$ cat config.mk
export PLATFORM = sky130hd
export DESIGN_NAME = pc_score_counter_flat
export DESIGN_NICKNAME = d
export VERILOG_FILES = /design/src/rtl/pc_score_pkg.sv /design/src/rtl/pc_score_counter_if.sv /design/src/rtl/pc_rate_divider.sv /design/src/rtl/pc_score_counter.sv /design/src/flat_wrapper.sv
export SDC_FILE = /design/constraint.sdc
export NUM_CORES = 1
export LEC_CHECK = 0
export CAP_MARGIN = 20
export CORE_MARGIN = 2
export CORE_UTILIZATION = 50
export DETAILED_ROUTE_END_ITERATION = 6
export PLACE_DENSITY = 0.77
export SYNTH_ARGS = -nofsm -noshare
export SYNTH_HDL_FRONTEND = slang
export SYNTH_SLANG_ARGS = --single-unit
$ cat constraint.sdc
create_clock -name clk -period 2.4 [get_ports clk]
set_clock_uncertainty 0.05 [all_clocks]
set_input_delay 0.48 -clock clk [delete_from_list [all_inputs] [get_ports clk]]
set_output_delay 0.48 -clock clk [all_outputs]
set_load 0.05 [all_outputs]
$ cat src/rtl/pc_score_pkg.sv
// Shared types for the PC score counter: FSM states, BCD digit type and
// the two-digit score with its increment helper.
package pc_score_pkg;

  localparam int unsigned BCD_W = 4;

  typedef logic [BCD_W-1:0] bcd_t;

  localparam bcd_t BCD_MAX = bcd_t'(9);

  typedef enum logic [1:0] {
    IDLE,
    RUN,
    DONE
  } state_t;

  typedef struct packed {
    bcd_t tens;
    bcd_t ones;
  } score_t;

  // Two-digit BCD increment; 99 wraps to 00.
  function automatic score_t score_inc(input score_t s);
    score_t r;
    r = s;
    if (s.ones == BCD_MAX) begin
      r.ones = '0;
      r.tens = (s.tens == BCD_MAX) ? '0 : s.tens + bcd_t'(1);
    end else begin
      r.ones = s.ones + bcd_t'(1);
    end
    return r;
  endfunction

endpackage

$ cat src/rtl/pc_score_counter_if.sv
// Control/score bus between the PC score counter and its environment.
interface pc_score_counter_if
  import pc_score_pkg::*;
#(
  parameter int unsigned PERIOD_W = 26
) ();

  logic                start;
  logic                pause;
  logic [PERIOD_W-1:0] period;
  logic                step;
  logic                ended;
  bcd_t                q0;
  bcd_t                q1;

  modport master(output start, pause, period, input step, ended, q0, q1);
  modport slave(input start, pause, period, output step, ended, q0, q1);

endinterface

$ cat src/rtl/pc_rate_divider.sv
// Down-counting step divider: ticks when the count sits at zero and is
// neither being loaded nor held, reloading from reload_val on that edge.
module pc_rate_divider #(
  parameter int unsigned WIDTH = 26
) (
  input  logic             clk,
  input  logic             reset,
  input  logic             load,
  input  logic             hold,
  input  logic [WIDTH-1:0] reload_val,
  output logic             tick
);

  logic [WIDTH-1:0] count_q;

  always_ff @(posedge clk or posedge reset) begin
    if (reset) begin
      count_q <= '0;
    end else if (load) begin
      count_q <= reload_val;
    end else if (!hold) begin
      count_q <= (count_q == '0) ? reload_val : count_q - WIDTH'(1);
    end
  end

  assign tick = !load && !hold && (count_q == '0);

endmodule

$ cat src/rtl/pc_score_counter.sv
// PC race score counter: BCD score advancing one box per divider interval.
// Optional PC_SCORE_SPEEDUP_EN halves the interval on every ones-digit carry.
module pc_score_counter
  import pc_score_pkg::*;
#(
  parameter int unsigned PERIOD_W    = 26,
  parameter bcd_t        TARGET_TENS = 4'd3,
  parameter bcd_t        TARGET_ONES = 4'd2
) (
  input logic               clk,
  input logic               reset,
  pc_score_counter_if.slave bus
);

  localparam score_t TARGET = {TARGET_TENS, TARGET_ONES};

  state_t              state_q, state_d;
  score_t              score_q, score_d, score_next;
  logic                ended_q, ended_d;
  logic                step_q, step_d;
  logic                load, hold, tick;
  logic [PERIOD_W-1:0] period_eff;
  logic [PERIOD_W-1:0] reload_val;

  // period=0 runs as period=1
  assign period_eff = (bus.period == '0) ? PERIOD_W'(1) : bus.period;
  assign hold       = (state_q != RUN) || bus.pause;
  assign score_next = score_inc(score_q);

  always_comb begin
    state_d = state_q;
    score_d = score_q;
    ended_d = ended_q;
    step_d  = 1'b0;
    load    = 1'b0;
    unique case (state_q)
      IDLE, DONE: begin
        if (bus.start) begin
          state_d = RUN;
          score_d = '0;
          ended_d = 1'b0;
          load    = 1'b1;
        end
      end
      RUN: begin
        if (tick) begin
          step_d  = 1'b1;
          score_d = score_next;
          if (score_next == TARGET) begin
            state_d = DONE;
            ended_d = 1'b1;
          end
        end
      end
      default: state_d = IDLE;
    endcase
  end

  always_ff @(posedge clk or posedge reset) begin
    if (reset) begin
      state_q <= IDLE;
      score_q <= '0;
      ended_q <= 1'b0;
      step_q  <= 1'b0;
    end else begin
      state_q <= state_d;
      score_q <= score_d;
      ended_q <= ended_d;
      step_q  <= step_d;
    end
  end

`ifdef PC_SCORE_SPEEDUP_EN
  logic [PERIOD_W-1:0] eff_q, half_c;
  logic                carry;

  assign half_c = ((eff_q >> 1) == '0) ? PERIOD_W'(1) : (eff_q >> 1);
  assign carry  = tick && (score_q.ones == BCD_MAX);

  // Effective interval persists across the run; restart reloads from period.
  always_ff @(posedge clk or posedge reset) begin
    if (reset) begin
      eff_q <= PERIOD_W'(1);
    end else if (load) begin
      eff_q <= period_eff;
    end else if (carry) begin
      eff_q <= half_c;
    end
  end

  // The reload on the carry edge already uses the halved interval.
  assign reload_val = load  ? period_eff - PERIOD_W'(1)
                    : carry ? half_c - PERIOD_W'(1)
                    :         eff_q - PERIOD_W'(1);
`else
  assign reload_val = period_eff - PERIOD_W'(1);
`endif

  pc_rate_divider #(
    .WIDTH(PERIOD_W)
  ) u_div (
    .clk       (clk),
    .reset     (reset),
    .load      (load),
    .hold      (hold),
    .reload_val(reload_val),
    .tick      (tick)
  );

  assign bus.step  = step_q;
  assign bus.ended = ended_q;
  assign bus.q0    = score_q.ones;
  assign bus.q1    = score_q.tens;

endmodule
$ cat src/flat_wrapper.sv
// flat-port wrapper written by rule: the top's interface ports become plain ports
module pc_score_counter_flat import pc_score_pkg::*;
#(
  parameter int unsigned PERIOD_W    = 26,
  parameter bcd_t        TARGET_TENS = 4'd3,
  parameter bcd_t        TARGET_ONES = 4'd2
)
  (clk, reset, bus_start, bus_pause, bus_period, bus_step, bus_ended, bus_q0, bus_q1);
  pc_score_counter_if #(.PERIOD_W(PERIOD_W)) bus_i ();
  input logic clk;
  input logic reset;
  input wire logic [$bits(bus_i.start)-1:0] bus_start;
  input wire logic [$bits(bus_i.pause)-1:0] bus_pause;
  input wire logic [$bits(bus_i.period)-1:0] bus_period;
  output wire logic [$bits(bus_i.step)-1:0] bus_step;
  output wire logic [$bits(bus_i.ended)-1:0] bus_ended;
  output wire logic [$bits(bus_i.q0)-1:0] bus_q0;
  output wire logic [$bits(bus_i.q1)-1:0] bus_q1;
  assign bus_i.start = bus_start;
  assign bus_i.pause = bus_pause;
  assign bus_i.period = bus_period;
  assign bus_step = bus_i.step;
  assign bus_ended = bus_i.ended;
  assign bus_q0 = bus_i.q0;
  assign bus_q1 = bus_i.q1;
  pc_score_counter #(.PERIOD_W(PERIOD_W), .TARGET_TENS(TARGET_TENS), .TARGET_ONES(TARGET_ONES)) u_core (.clk(clk), .reset(reset), .bus(bus_i));
endmodule
==> results_dict.tcl <==
set metrics [dict create \
    gp_congestion 0.936 \
    final_cells 536 \
    grt_use_met3_pct 4.33 \
    die_w_um 81.0 \
    status "finished with violations" \
    use_met2_pct 54.4 \
    r2r_start "u_core.u_div.count_q[1]" \
    period_needed_ns 2.54 \
    endpoint_kind "register" \
    worstMarginPinSlew_ns 0.501 \
    io_pins 40 \
    synth_edf_count 0 \
    io_buffers 39 \
    drcViolationCount 0 \
    vdd_drop_max_v 0.000410 \
    firstDrtPassIters 5 \
    slew_viol_final 0 \
    antenna_found_initial 0 \
    clock_sinks 38 \
    arrival_ns 2.68 \
    yosysSeqAreaShare_pct 32.1 \
    total_power_mw 2.70 \
    p_leak_nw 1.68 \
    hold_violations 0 \
    clockPowerShare_pct 17.4 \
    post_drt_wl_per_cell_um 19.2 \
    grt_util_met1_pct 38.7 \
    dieArea_sq_um 6560 \
    critPathRequiredTime_ns 2.54 \
    combPwrFrac_pct 41.9 \
    grt_usage_pct 31.2 \
    grt_overflow 0 \
    cts_tree "done" \
    ys_ff_latch 38 \
    fill_cells 433 \
    p_per_area_nw_per_um2 625 \
    worstPathMaxFanout 4 \
    path_clk_slew_ns 0.08 \
    busiest_layer "met2" \
    fmax_mhz 394 \
    rsz0062_at_grt "true" \
    die_h_um 81.0 \
    diodes 0 \
    avgSynthCellArea_sq_um 8.69 \
    synth.distinct_cells 73 \
    drt-total-wl_mm 10.3 \
    switching_share_pct 40.0 \
    cts.path.max_buffers 2 \
    startpoint "bus_period[23]" \
    cts_max_level 2 \
    violations "setup timing" \
    grt_pass1_vias 3309 \
    async_flop_share_pct 100 \
    postCtsHoldBufs 0 \
    yosysWarningCount 0 \
    placed_cells 518 \
    relSlewSlack_pct 66.6 \
    rows 28 \
    switchingPower_mw 1.08 \
    syn2layout_area_growth_pct 45.7 \
    netlist_area_sq_um 2960 \
    antenna_left 0 \
    start_kind "primary input" \
    post-route-period-util_pct 106 \
    p_int_mw 1.62 \
    grt_pass1_wl_mm 15.9 \
    core_sq_um 5820 \
    drive_above_1_share_pct 34.1 \
    path_class "in2reg" \
    hold_path_class "reg2reg" \
    setup_viol 8 \
    max-cap-violations 0 \
    syn-num-nets 375 \
    timing.final.ws_setup_ns -0.140 \
    setup_tns_ns -0.601 \
    clk-insertion-delay-late_ns 0.30 \
    dp_hpwl_mm 7.10 \
    synthCells 341 \
    clock_tree.root_cell "clkbuf_8" \
    seqPwrFrac_pct 40.8 \
    min_from "u_core.bus.ended" \
    viasPerCell 6.55 \
    numCtsBuffers 5 \
    start_util_pct 50.9 \
    drt-initial-drc-count 468 \
    ys.flop_type "dfrtp_1" \
    num-nets-final 494 \
    vias 3512 \
    grt_max_degree 39 \
]
-- registers in the layout (all words and copies together) (netlist names) --
name,count
u_core.bus.q0,4
u_core.bus.ended,1
u_core.bus.step,1
u_core.bus.q1,4
u_core.u_div.count_q,26
u_core.state_q,2
-- final timing paths --
kind                                       endpoint  slack, ns  depth (start not counted)
min in group asynchronous          u_core.bus.q0[2]       0.55                          3
max in group asynchronous   u_core.u_div.count_q[6]       1.40                          3
setup reg to reg           u_core.u_div.count_q[22]       0.07                          7
hold / removal                     u_core.bus.ended       0.44                          2
setup / recovery           u_core.u_div.count_q[16]      -0.14                         11
hold reg to reg                    u_core.bus.ended       0.44                          2
-- stage by stage --
stage | utilization, % | hold WS, ns | cell area, sq um | setup WS [ns]
2_1_floorplan | - | 0.428 | 3030 | -0.242
3_3_place_gp | 69.2 | 0.402 | 4030 | -0.687
3_5_place_dp | 69.2 | 0.439 | 4030 | -0.756
4_1_cts | 71.9 | 0.454 | 4180 | -0.114
5_1_grt | 74.2 | 0.496 | 4320 | -0.210
6_report | 74.2 | 0.440 | 4320 | -0.140
-- cell usage after synthesis (7+ instances only) --
cell type	count	share of area [%]
dfrtp_1	38	32
nor2_1	29	3.7
nand2_1	22	2.8
nor3_1	20	3.4
o21ai_0	15	2.5
nor4_1	13	2.7
xnor2_1	12	3.5
a21oi_1	11	1.9
inv_1	10	1.3
clkbuf_1	9	1.1
or3_1	9	1.9
nand4_1	8	1.7
o31ai_1	8	2.0
nand2b_1	7	1.5
nand3_1	7	1.2
-- cell type report --
cell class	count	area, sq um	area share (%)
clock buffers	7	86.3	2.00
clock inverters	1	5.00	0.116
inverters	11	41.3	0.956
multi-input cells	281	2150	49.8
flip-flops and latches	38	951	22.0
well taps	75	93.8	2.17
repair buffers	123	991	22.9
-- logic make-up (layout without fill, tap and decap cells) --
kind of cell,Yosys count,count (layout),synth area share [%]
AO/OA/AOI/OAI,98,98,24.2
XOR/XNOR,18,18,5.32
adder cells (fa/ha/maj),4,4,1.69
buffers and inverters,23,142,3.25
flip-flops,38,38,32.1
multiplexers,6,6,2.11
AND/OR/NAND/NOR,154,155,31.3
-- critical path: stages --
cell,delay [ns]
buf_6,0.09
or4_4,0.54
nor4b_4,0.32
a31oi_2,0.15
ha_2,0.21
or4b_4,0.23
buf_6,0.12
nor2_4,0.05
a21o_1,0.20
a22oi_2,0.20
o21ai_1,0.07
-- power by group through the flow --
stage | Sequential [mW] | Clock (mW) | Combinational (mW)
2_1_floorplan | 1.06 | 0 | 0.646
6_report | 1.10 | 0.468 | 1.13
3_5_place_dp | 1.09 | 0 | 1.07
4_1_cts | 1.08 | 0.465 | 1.07
3_3_place_gp | 1.08 | 0 | 1.04
5_1_grt | 1.12 | 0.484 | 1.22
-- per-layer routing --
layer	part of all wire, %	routed length [um]	up-vias
met2	50	5130	201
met5	0	0	-
met3	6.7	692	50
met4	4.1	422	0
li1	-	-	1589
met1	39	4050	1672
-- repair_timing --
action	4_1_cts	5_1_grt
buffers inserted	6	5
resized for setup	107	21
cloned	1	0
pin swaps	37	24
hold endpoints to repair	0	0
endpoints found under the setup margin	24	21
-- placed cells by master, fill, tap and decap left out, drive strengths merged, types with 5 or more instances in the layout --
| cell | n |
|---|---|
| inv | 11 |
| nor4 | 16 |
| xnor2 | 12 |
| buf | 101 |
| a221o | 5 |
| nand3b | 5 |
| nand2b | 7 |
| xor2 | 6 |
| or4 | 7 |
| dfrtp | 38 |
| clkdlybuf4s50 | 13 |
| clkdlybuf4s15 | 5 |
| o211ai | 5 |
| or3 | 9 |
| o31ai | 10 |
| nand3 | 7 |
| a21oi | 11 |
| nand4 | 9 |
| nand2 | 23 |
| o21ai | 21 |
| clkbuf | 9 |
| nor2 | 30 |
| nor3 | 22 |
Note: power is estimated with default switching activity, not from simulation.
